[src/rtl/riscv_ctrl_pkg.sv]
// Shared encodings for the multi-cycle RV64 control unit: opcodes, FSM states,
// datapath select codes, instruction classes and fault codes.
package riscv_ctrl_pkg;

    // Base opcodes, instr[6:0]
    localparam logic [6:0] OPC_OP         = 7'b0110011;
    localparam logic [6:0] OPC_OP_32      = 7'b0111011;
    localparam logic [6:0] OPC_OP_IMM     = 7'b0010011;
    localparam logic [6:0] OPC_OP_IMM_32  = 7'b0011011;
    localparam logic [6:0] OPC_LOAD       = 7'b0000011;
    localparam logic [6:0] OPC_STORE      = 7'b0100011;
    localparam logic [6:0] OPC_BRANCH     = 7'b1100011;
    localparam logic [6:0] OPC_LUI        = 7'b0110111;
    localparam logic [6:0] OPC_AUIPC      = 7'b0010111;
    localparam logic [6:0] OPC_JAL        = 7'b1101111;
    localparam logic [6:0] OPC_JALR       = 7'b1100111;

    typedef enum logic [2:0] {
        ST_FETCH  = 3'd0,
        ST_DECODE = 3'd1,
        ST_EXEC   = 3'd2,
        ST_MEM    = 3'd3,
        ST_WB     = 3'd4,
        ST_TRAP   = 3'd5
    } state_e;

    localparam logic [2:0] IMM_I  = 3'b000;
    localparam logic [2:0] IMM_S  = 3'b001;
    localparam logic [2:0] IMM_SB = 3'b010;
    localparam logic [2:0] IMM_U  = 3'b011;
    localparam logic [2:0] IMM_UJ = 3'b100;

    localparam logic [1:0] PC_SRC_PLUS4 = 2'b00;
    localparam logic [1:0] PC_SRC_IMM   = 2'b01;
    localparam logic [1:0] PC_SRC_ALU   = 2'b10;

    localparam logic [1:0] WB_SEL_ALU   = 2'b00;
    localparam logic [1:0] WB_SEL_LOAD  = 2'b01;
    localparam logic [1:0] WB_SEL_PC4   = 2'b10;

    localparam logic [1:0] ALU_OP_ADD   = 2'b00;
    localparam logic [1:0] ALU_OP_BR    = 2'b01;
    localparam logic [1:0] ALU_OP_FUNCT = 2'b10;
    localparam logic [1:0] ALU_OP_W     = 2'b11;

    localparam logic [1:0] SRC_A_RS1    = 2'b00;
    localparam logic [1:0] SRC_A_PC     = 2'b01;
    localparam logic [1:0] SRC_A_ZERO   = 2'b10;

    localparam logic [1:0] FAULT_NONE    = 2'b00;
    localparam logic [1:0] FAULT_ILLEGAL = 2'b01;
    localparam logic [1:0] FAULT_IMEM    = 2'b10;
    localparam logic [1:0] FAULT_DMEM    = 2'b11;

    // Instruction classes produced by the opcode decoder
    localparam logic [3:0] CLS_ILLEGAL    = 4'd0;
    localparam logic [3:0] CLS_OP         = 4'd1;
    localparam logic [3:0] CLS_OP_32      = 4'd2;
    localparam logic [3:0] CLS_OP_IMM     = 4'd3;
    localparam logic [3:0] CLS_OP_IMM_32  = 4'd4;
    localparam logic [3:0] CLS_LOAD       = 4'd5;
    localparam logic [3:0] CLS_STORE      = 4'd6;
    localparam logic [3:0] CLS_BRANCH     = 4'd7;
    localparam logic [3:0] CLS_LUI        = 4'd8;
    localparam logic [3:0] CLS_AUIPC      = 4'd9;
    localparam logic [3:0] CLS_JAL        = 4'd10;
    localparam logic [3:0] CLS_JALR       = 4'd11;

endpackage

[src/rtl/ctrl_decode.sv]
// Purely combinational opcode classifier: instruction class, legality and the
// immediate-generator format for the current instruction register contents.
module ctrl_decode
    import riscv_ctrl_pkg::*;
(
    input  logic [6:0] opcode,
    output logic [3:0] iclass,
    output logic       legal,
    output logic [2:0] imm_type
);

    always_comb begin
        iclass   = CLS_ILLEGAL;
        imm_type = IMM_I;
        case (opcode)
            OPC_OP:        iclass = CLS_OP;
            OPC_OP_32:     iclass = CLS_OP_32;
            OPC_OP_IMM:    iclass = CLS_OP_IMM;
            OPC_OP_IMM_32: iclass = CLS_OP_IMM_32;
            OPC_LOAD:      iclass = CLS_LOAD;
            OPC_STORE: begin
                iclass   = CLS_STORE;
                imm_type = IMM_S;
            end
            OPC_BRANCH: begin
                iclass   = CLS_BRANCH;
                imm_type = IMM_SB;
            end
            OPC_LUI: begin
                iclass   = CLS_LUI;
                imm_type = IMM_U;
            end
            OPC_AUIPC: begin
                iclass   = CLS_AUIPC;
                imm_type = IMM_U;
            end
            OPC_JAL: begin
                iclass   = CLS_JAL;
                imm_type = IMM_UJ;
            end
            OPC_JALR:      iclass = CLS_JALR;
            default: begin
                iclass   = CLS_ILLEGAL;
                imm_type = IMM_I;
            end
        endcase
        legal = (iclass != CLS_ILLEGAL);
    end

endmodule

[src/rtl/multicycle_ctrl.sv]
// Multi-cycle RV64 control FSM: FETCH/DECODE/EXEC/MEM/WB with memory-wait
// timeouts, a sticky trap state and a 64-bit retired-instruction counter.
module multicycle_ctrl
    import riscv_ctrl_pkg::*;
#(
    parameter int TIMEOUT_CYCLES = 64
) (
    input  logic        clk,
    input  logic        rst,
    input  logic [31:0] instr,
    input  logic        imem_ready,
    input  logic        dmem_ready,
    input  logic        branch_taken,
    output logic        imem_req,
    output logic        dmem_req,
    output logic        dmem_we,
    output logic        ir_write,
    output logic        pc_write,
    output logic        reg_write,
    output logic [1:0]  pc_src,
    output logic [2:0]  imm_type,
    output logic [1:0]  alu_src_a,
    output logic        alu_src_b,
    output logic [1:0]  alu_op,
    output logic [1:0]  wb_sel,
    output logic [2:0]  state,
    output logic        fault,
    output logic [1:0]  fault_code,
    output logic [63:0] instret
);

    localparam int CW = $clog2(TIMEOUT_CYCLES + 1);

    state_e        state_q, state_n;
    logic [CW-1:0] wait_cnt;
    logic          fault_q;
    logic [1:0]    fault_code_q, trap_code;
    logic [63:0]   instret_q;
    logic          retire;
    logic          timeout_hit;

    logic [3:0]    iclass;
    logic          legal;
    logic [2:0]    dec_imm_type;

    // Only the opcode field steers control; the rest of the word feeds the datapath.
    logic          unused_instr_bits;
    assign unused_instr_bits = ^instr[31:7];

    ctrl_decode u_decode (
        .opcode   (instr[6:0]),
        .iclass   (iclass),
        .legal    (legal),
        .imm_type (dec_imm_type)
    );

    // Memory handshake: the controller holds its *_req high for every cycle it
    // is waiting; a cycle with *_ready high completes the access, and the
    // controller leaves the wait state on that same edge. No other ordering.
    assign timeout_hit = (wait_cnt == CW'(TIMEOUT_CYCLES - 1));

    always_comb begin
        state_n   = state_q;
        trap_code = FAULT_NONE;
        retire    = 1'b0;
        imem_req  = 1'b0;
        dmem_req  = 1'b0;
        dmem_we   = 1'b0;
        ir_write  = 1'b0;
        pc_write  = 1'b0;
        reg_write = 1'b0;
        pc_src    = PC_SRC_PLUS4;
        imm_type  = IMM_I;
        alu_src_a = SRC_A_RS1;
        alu_src_b = 1'b0;
        alu_op    = ALU_OP_ADD;
        wb_sel    = WB_SEL_ALU;

        if (state_q inside {ST_DECODE, ST_EXEC, ST_MEM, ST_WB}) begin
            imm_type = dec_imm_type;
        end

        case (state_q)
            ST_FETCH: begin
                imem_req = 1'b1;
                if (imem_ready) begin
                    ir_write = 1'b1;
                    state_n  = ST_DECODE;
                end else if (timeout_hit) begin
                    state_n   = ST_TRAP;
                    trap_code = FAULT_IMEM;
                end
            end
            ST_DECODE: begin
                if (legal) begin
                    state_n = ST_EXEC;
                end else begin
                    state_n   = ST_TRAP;
                    trap_code = FAULT_ILLEGAL;
                end
            end
            ST_EXEC: begin
                case (iclass)
                    CLS_BRANCH: begin
                        alu_op   = ALU_OP_BR;
                        pc_write = 1'b1;
                        pc_src   = branch_taken ? PC_SRC_IMM : PC_SRC_PLUS4;
                        retire   = 1'b1;
                        state_n  = ST_FETCH;
                    end
                    CLS_LOAD, CLS_STORE: begin
                        alu_op    = ALU_OP_ADD;
                        alu_src_b = 1'b1;
                        state_n   = ST_MEM;
                    end
                    default: begin
                        state_n = ST_WB;
                        if (iclass == CLS_LUI)   alu_src_a = SRC_A_ZERO;
                        if (iclass == CLS_AUIPC) alu_src_a = SRC_A_PC;
                        if (iclass inside {CLS_OP_IMM, CLS_OP_IMM_32, CLS_JALR}) begin
                            alu_src_b = 1'b1;
                        end
                        if (iclass inside {CLS_OP_32, CLS_OP_IMM_32}) begin
                            alu_op = ALU_OP_W;
                        end else if (iclass inside {CLS_OP, CLS_OP_IMM}) begin
                            alu_op = ALU_OP_FUNCT;
                        end
                    end
                endcase
            end
            ST_MEM: begin
                dmem_req = 1'b1;
                dmem_we  = (iclass == CLS_STORE);
                if (dmem_ready) begin
                    if (iclass == CLS_STORE) begin
                        pc_write = 1'b1;
                        pc_src   = PC_SRC_PLUS4;
                        retire   = 1'b1;
                        state_n  = ST_FETCH;
                    end else begin
                        state_n = ST_WB;
                    end
                end else if (timeout_hit) begin
                    state_n   = ST_TRAP;
                    trap_code = FAULT_DMEM;
                end
            end
            ST_WB: begin
                reg_write = 1'b1;
                pc_write  = 1'b1;
                retire    = 1'b1;
                state_n   = ST_FETCH;
                case (iclass)
                    CLS_JAL: begin
                        wb_sel = WB_SEL_PC4;
                        pc_src = PC_SRC_IMM;
                    end
                    CLS_JALR: begin
                        wb_sel = WB_SEL_PC4;
                        pc_src = PC_SRC_ALU;
                    end
                    CLS_LOAD: wb_sel = WB_SEL_LOAD;
                    default: begin
                        wb_sel = WB_SEL_ALU;
                        pc_src = PC_SRC_PLUS4;
                    end
                endcase
            end
            ST_TRAP: state_n = ST_TRAP;
            default: state_n = ST_TRAP;
        endcase
    end

    always_ff @(posedge clk) begin
        if (rst) begin
            state_q      <= ST_FETCH;
            wait_cnt     <= '0;
            fault_q      <= 1'b0;
            fault_code_q <= FAULT_NONE;
            instret_q    <= '0;
        end else begin
            state_q <= state_n;
            // Restart the wait window on every state change; count only while waiting.
            if (state_n != state_q) begin
                wait_cnt <= '0;
            end else if (state_q == ST_FETCH || state_q == ST_MEM) begin
                wait_cnt <= wait_cnt + 1'b1;
            end
            if (state_n == ST_TRAP) begin
                fault_q <= 1'b1;
                if (trap_code != FAULT_NONE) fault_code_q <= trap_code;
            end
            if (retire) instret_q <= instret_q + 64'd1;
        end
    end

    assign state      = state_q;
    assign fault      = fault_q;
    assign fault_code = fault_code_q;
    assign instret    = instret_q;

endmodule
[config.mk]
export PLATFORM = sky130hd
export DESIGN_NAME = multicycle_ctrl
export DESIGN_NICKNAME = d
export VERILOG_FILES = /design/src/rtl/riscv_ctrl_pkg.sv /design/src/rtl/ctrl_decode.sv /design/src/rtl/multicycle_ctrl.sv
export SDC_FILE = /design/constraint.sdc
export NUM_CORES = 1
export LEC_CHECK = 0
export CAP_MARGIN = 0
export CORE_UTILIZATION = 30
export DETAILED_ROUTE_END_ITERATION = 16
export PLACE_DENSITY_LB_ADDON = 0.25
export SLEW_MARGIN = 15
export SYNTH_ARGS = -nofsm -noshare
export SYNTH_HDL_FRONTEND = slang
export SYNTH_SLANG_ARGS = --single-unit
[constraint.sdc]
create_clock -name clk -period 3.3 [get_ports clk]
set_input_delay 0.495 -clock clk [delete_from_list [all_inputs] [get_ports clk]]
set_output_delay 0.495 -clock clk [all_outputs]
set_load 0.01 [all_outputs]
Yosys cells after proc, flatten, opt, wreduce, memory -nomap -nowiden
Cells that the tools add are included.
{"block": "totals", "inputBits": 37, "reg_bits": 77, "output_inout_bits": 88, "elab_cells": 93}
{"block": "classes", "muxes": 43, "addsub": 2, "n_eq_ne": 29, "reduce_logical": 14}
{"op": "adder 64 x 1 -> 64 bit, second input constant", "n": 1}
{"op": "one-hot mux 4 bit (11 select lines)", "n": 1}
{"op": "== test 7 x 6 -> 1 bit, second input constant", "n": 5}
{"op": "two-way mux 2 bit", "n": 12}
{"op": "== test 7 x 5 -> 1 bit, second input constant", "n": 3}
{"op": "== test 7 bit, second input constant", "n": 3}
{"op": "two-way mux 3 bit", "n": 6}
{"op": "== test 4 x 3 -> 1 bit, second input constant", "n": 4}
{"op": "== test 4 bit, second input constant", "n": 4}
{"op": "one-hot mux 2 bit (2 select lines)", "n": 4}
{"op": "one-hot mux 3 bit (5 select lines)", "n": 1}
{"op": "two-way mux 1 bit", "n": 14}
{"op": "one-hot mux 3 bit (4 select lines)", "n": 1}
{"op": "== test 4 x 2 -> 1 bit, second input constant", "n": 2}
{"op": "nonzero test 4 bit", "n": 2}
{"op": "OR reduction 2 bit", "n": 4}
{"op": "adder 7 x 1 -> 7 bit, second input constant", "n": 1}
{"op": "== test 7 x 2 -> 1 bit, second input constant", "n": 1}
{"op": "== test 3 x 2 -> 1 bit, second input constant", "n": 2}
{"op": "== test 3 bit, second input constant", "n": 2}
{"op": "one-hot mux 2 bit (3 select lines)", "n": 1}
{"op": "one-hot mux 3 bit (2 select lines)", "n": 1}
{"op": "nonzero test 2 bit", "n": 3}
{"op": "== test 4 x 1 -> 1 bit, second input constant", "n": 1}
{"op": "other kinds (9)", "n": 9}

Depth between registers and ports, before layout
{"block": "logic_depth", "ltp_word": 8, "mapped_depth": 9}

By module
A second synthesis with hierarchy kept.
{"block": "unflattened", "hier_cells": 563, "area_unflattened_um2": 4455.5}
{"module": "multicycle_ctrl", "area_per_inst_um2": 4244.1, "instances": 1, "cells_each": 530}
{"module": "ctrl_decode", "area_per_inst_um2": 211.5, "instances": 1, "cells_each": 33}

Least setup slack after synthesis
No wires, ideal clock.
{"block": "synth_timing", "kind": "in2reg", "start": "input instr[2]", "end": "register instret_q[62] (netlist: instret[62])", "t_required_ns": 3.177, "n_path_buf": 2, "setup_slack_ns": 0.817, "arrival_time_ns": 2.360, "cell_stages": 7, "setup_ns": 0.123, "path_cell_list": "clkbuf_1 > and4bb_2 > o211ai_1 > a2111o_1 > buf_2 > nor4_2 > mux2_1"}
{"block": "synth_via", "elab_chain_cells": 6, "word_cells_on_any_way": 18, "classes_between": "eq/ne: 13; mux: 5"}
{"item": "from (decl)", "line": "multicycle_ctrl.sv:10", "rtl": "input logic [31:0] instr,"}
{"item": "== test 7 bit (tied with other cells)", "line": "ctrl_decode.sv:15", "rtl": "case (opcode)"}
{"item": "one-hot mux 4 bit (11 select lines) *", "line": "ctrl_decode.sv:15"}
{"item": "== test 4 x 3 -> 1 bit", "line": "multicycle_ctrl.sv:135", "rtl": "if (iclass == CLS_STORE) begin"}
{"item": "two-way mux 1 bit", "line": "multicycle_ctrl.sv:135"}
{"item": "two-way mux 1 bit", "line": "multicycle_ctrl.sv:134", "rtl": "if (dmem_ready) begin"}
{"item": "one-hot mux 1 bit (3 select lines) *", "line": "multicycle_ctrl.sv:83", "rtl": "case (state_q)"}
{"item": "to (signal assigned)", "line": "multicycle_ctrl.sv:193", "rtl": "if (retire) instret_q <= instret_q + 64'd1;"}
{"item": "to (decl)", "line": "multicycle_ctrl.sv:38", "rtl": "logic [63:0] instret_q;"}
Every way passes the cells marked *; elsewhere a longest branch is shown, timed or not.
A chain may end at the register's enable or synchronous reset.

Worst setup path after layout
{"block": "layout_timing", "start": "input instr[3]", "end": "output wb_sel[0]"}
{"block": "layout_via", "elab_chain_cells": 6, "word_cells_on_any_way": 18, "classes_between": "eq/ne: 14; mux: 3; reduce/logical: 1"}
{"item": "== test 7 bit (tied with other cells)", "line": "ctrl_decode.sv:15"}
{"item": "one-hot mux 4 bit (11 select lines) *", "line": "ctrl_decode.sv:15"}
{"item": "== test 4 bit", "line": "multicycle_ctrl.sv:153", "rtl": "case (iclass)"}
{"item": "OR reduction 2 bit (no line)"}
{"item": "one-hot mux 2 bit (2 select lines) *", "line": "multicycle_ctrl.sv:153"}
{"item": "two-way mux 2 bit *", "line": "multicycle_ctrl.sv:83"}
{"item": "to (decl)", "line": "multicycle_ctrl.sv:25", "rtl": "output logic [1:0] wb_sel,"}
Marks and branches as above.

==> summary.md <==
- **leading cell types in the layout, fill and taps excluded** 98 x sky130_fd_sc_hd__clkdlybuf4s50_1, 77 x sky130_fd_sc_hd__dfxtp_1, 44 x sky130_fd_sc_hd__a21oi_1
- **final count of hold timing violations** 0
- **combinational share of power** 0.090
- **TritonCTS clock tree** yes
- **share of power burned in registers** 0.435
- **top cells by area, synth** sky130_fd_sc_hd__dfxtp_1 34%, sky130_fd_sc_hd__o31ai_1 5.0%, sky130_fd_sc_hd__a21oi_1 4.9%, sky130_fd_sc_hd__or4_1 4.7%, sky130_fd_sc_hd__nand2_1 3.3%
- **summed area of non-filler cells in the final layout** 6020 sq um
- **Residual DRC** 0
- **nets** 682
- **post-synth cell types** 65
- **adder-cell share of the synthesized area** 0.00556
- **Root Driver** sky130_fd_sc_hd__clkbuf_16
- **initial cell density of the core** 0.308
- **Synth Area per Inst** 8.12 sq um
- **met2 demand-to-capacity share in global routing** 0.279
- **static leakage** 1.95 nW
- **Max Clock Skew** 7.71 ps
- **standard-cell rows** 44
- **gr busiest metal** met2
- **sw frac** 0.238
- **initial antenna violation count** 0
- **antenna diode count** 0
- **maximum number of buffers from clock root to sink** 2
- **type of the worst setup path** primary input to primary output
- **drt pass-1 iters** 5
- **hold buffer count at cts** 0
- **number of nets with antenna violations after routing** 0
- **gpl congestion** 0.857
- **Detail Placement HPWL** 9260 microns
- **clock latency of the later-clocked register in the worst-skew pair** 350 ps
- **RSZ-0062 raised after global routing** no
- **actual transition at the worst max-transition pin** 861 ps
- **post-synthesis async set-or-reset flop share** 0
- **data arrival at the endpoint of the critical path** 2530 ps
- **Synthesis Warnings** 0
- **CTS clk-pin slew, worst paths** 60 ps
- **share of post-route cells with drive strength above 1** 0.105
- **post-detailed-placement cell area** 5700 sq um
- **power density over cell area** 366 nW/um^2
- **Setup Total Neg Slack** 0 ps
- **met3 layer usage reported by global route** 0.0451
- **fin. max-slew vios** 0
- **part of the power in the clock network** 0.475
- **highest fanout seen on the critical path** 7
- **total detailed-routing wirelength** 13000 microns
- **proportion of synthesized area in mux cells** 0.0198
- **combinational family with the most area after synthesis** simple AND/OR/NAND/NOR gates
- **minimum hold slack** 492 ps
- **fill count** 1475
- **setup bufs post-CTS** 0
- **first-pass GRT wire length** 22200 microns
- **routed wire length per instance** 15.6 microns
- **die width** 124 microns
- **xor and xnor fraction of the mapped netlist area** 0.0331
- **type of the most critical hold path** register to register
- **vias in the first global route** 4462
- **number of standard cells after synthesis** 554
- **Syn Std Cell Area** 4500 sq um
- **register-to-register setup slack** 590 ps
- **critical path launch point type** primary input
- **number of flops mapped to enable cells by yosys** 0
- **top flip-flop cell by instance count after synthesis** sky130_fd_sc_hd__dfxtp_1
- **worst vdd ir** 0.240 mV
- **mean number of vias per cell** 5.57
- **total number of vias** 4636
- **top achievable clock speed** 330 MHz
- **TritonCTS Buffers** 9
- **share of the synthesized area in compound gates (AO/OA/AOI/OAI)** 0.213
- **post-layout min period** 3030 ps
- **GR met1 Demand/Resource** 0.229
- **number of design-rule violations left by the first detailed-router iteration** 208
- **outcome** complete, no violations
- **period utilisation layout** 0.918
- **number of gates resized after CTS** 0
- **Port Buffers** 99
- **total power of the final layout** 0.00220 W
- **pin count of the biggest net entering global routing** 49
- **H-tree lvl count** 3
- **critical path data required time** 2800 ps
- **# IOs** 125
- **global routing usage summed across all routing layers** 0.174
- **setup violation total in the final timing report** 0
- **synthesized netlist net count** 593
- **max cap viols** 0
- **basic-gate share of the synthesized area counting and, or, nand and nor cells** 0.337
- **worst slew margin relative to its limit** 0.426
- **nature of the critical path endpoint** primary output
- **switching power** 0.000525 W
- **number of synthesized register bits** 77
- **clock sinks** 77
- **share of Yosys cell area claimed by the top area cell type** 0.343
- **most common cell after layout, fill and taps aside** sky130_fd_sc_hd__clkdlybuf4s50_1
- **share of synthesized area occupied by flip-flops and latches** 0.343
- **P_int** 0.00168 W
- **synth-to-layout area growth** 33.8%
- **cell type with the highest aggregate area in the netlist** sky130_fd_sc_hd__dfxtp_1
- **sum of overflow across all layers after global routing** 0
- **die span in y** 124 microns
- **die area** 15500 sq um
- **Placeable Area** 14600 sq um
[cell usage after synthesis (13+ instances only)]
library cell / n
sky130_fd_sc_hd__a21oi_1: 44
sky130_fd_sc_hd__nor3_1: 20
sky130_fd_sc_hd__or4_1: 28
sky130_fd_sc_hd__o31ai_1: 30
sky130_fd_sc_hd__clkbuf_1: 29
sky130_fd_sc_hd__dfxtp_1: 77
sky130_fd_sc_hd__nor2_1: 37
sky130_fd_sc_hd__nand4_1: 19
sky130_fd_sc_hd__nand2_1: 39
sky130_fd_sc_hd__nor2b_1: 14
sky130_fd_sc_hd__nand3_1: 27
sky130_fd_sc_hd__or2_2: 13
sky130_fd_sc_hd__o21ai_0: 13
[power groups by stage]
| stage | logic, W | clock network (W) | registers (W) |
|---|---|---|---|
| 2_1_floorplan | 0.000116 | 0 | 0.000971 |
| 3_3_place_gp | 0.000195 | 0 | 0.000977 |
| 3_5_place_dp | 0.000197 | 0 | 0.000977 |
| 4_1_cts | 0.000198 | 0.00108 | 0.000957 |
| 5_1_grt | 0.000219 | 0.00112 | 0.000959 |
| 6_report | 0.000197 | 0.00105 | 0.000957 |
[worst paths after layout]
path | startpoint | to | cells past startpoint
worst max-delay path | instr[3] | wb_sel[0] | 6
worst min-delay path | instret[43] | instret[43] | 2
worst max register to register | instret[5] | instret[57] | 5
worst min register to register | instret[43] | instret[43] | 2
[layer usage]
metal	up-vias	part of all wire	wire (microns)
li1	2297	-	-
met1	2231	0.48	6270
met2	95	0.47	6060
met3	13	0.039	513
met4	0	0.011	146
met5	-	0	0
[flip-flops by register name, summed over array words and instances, names as in the netlist]
name,cells
fault_code,2
wait_cnt,7
state,3
fault,1
instret,64
[area by class of cell]
type                            count  area, sq um  share of cell area
Multi-Input combinational cell    423         2740               0.456
Sequential cell                    77         1540               0.256
Timing Repair Buffer              120         1140               0.190
Clock buffer                       13          270              0.0449
Tap cell                          184          230              0.0383
Inverter                           12         45.0             0.00749
Clock inverter                      3         42.5             0.00707
[through the flow]
stage                     std cells  worst slack, ps  utilization
final                           832              270        0.412
after global routing            832             90.0        0.412
after CTS                       832              281        0.412
after detailed placement        816              267        0.391
after global placement          816              286        0.391
after floorplan                 554              817            -
[worst max-delay path, cell delays in order]
cell	delay, ps
sky130_fd_sc_hd__clkdlybuf4s50_1	490
sky130_fd_sc_hd__buf_4	200
sky130_fd_sc_hd__nand4bb_1	200
sky130_fd_sc_hd__nor3_1	370
sky130_fd_sc_hd__and3_1	240
sky130_fd_sc_hd__clkdlybuf4s50_1	540
[logic make-up (layout without fill, tap and decap cells)]
| family | Yosys count | count (layout) |
|---|---|---|
| AND/OR/NAND/NOR | 259 | 259 |
| multiplexers | 8 | 8 |
| flip-flops | 77 | 77 |
| adder cells (fa/ha/maj) | 2 | 2 |
| buffers and inverters | 54 | 148 |
| AO/OA/AOI/OAI | 137 | 137 |
| XOR/XNOR | 17 | 17 |
Note: power is estimated with default switching activity, not from simulation.
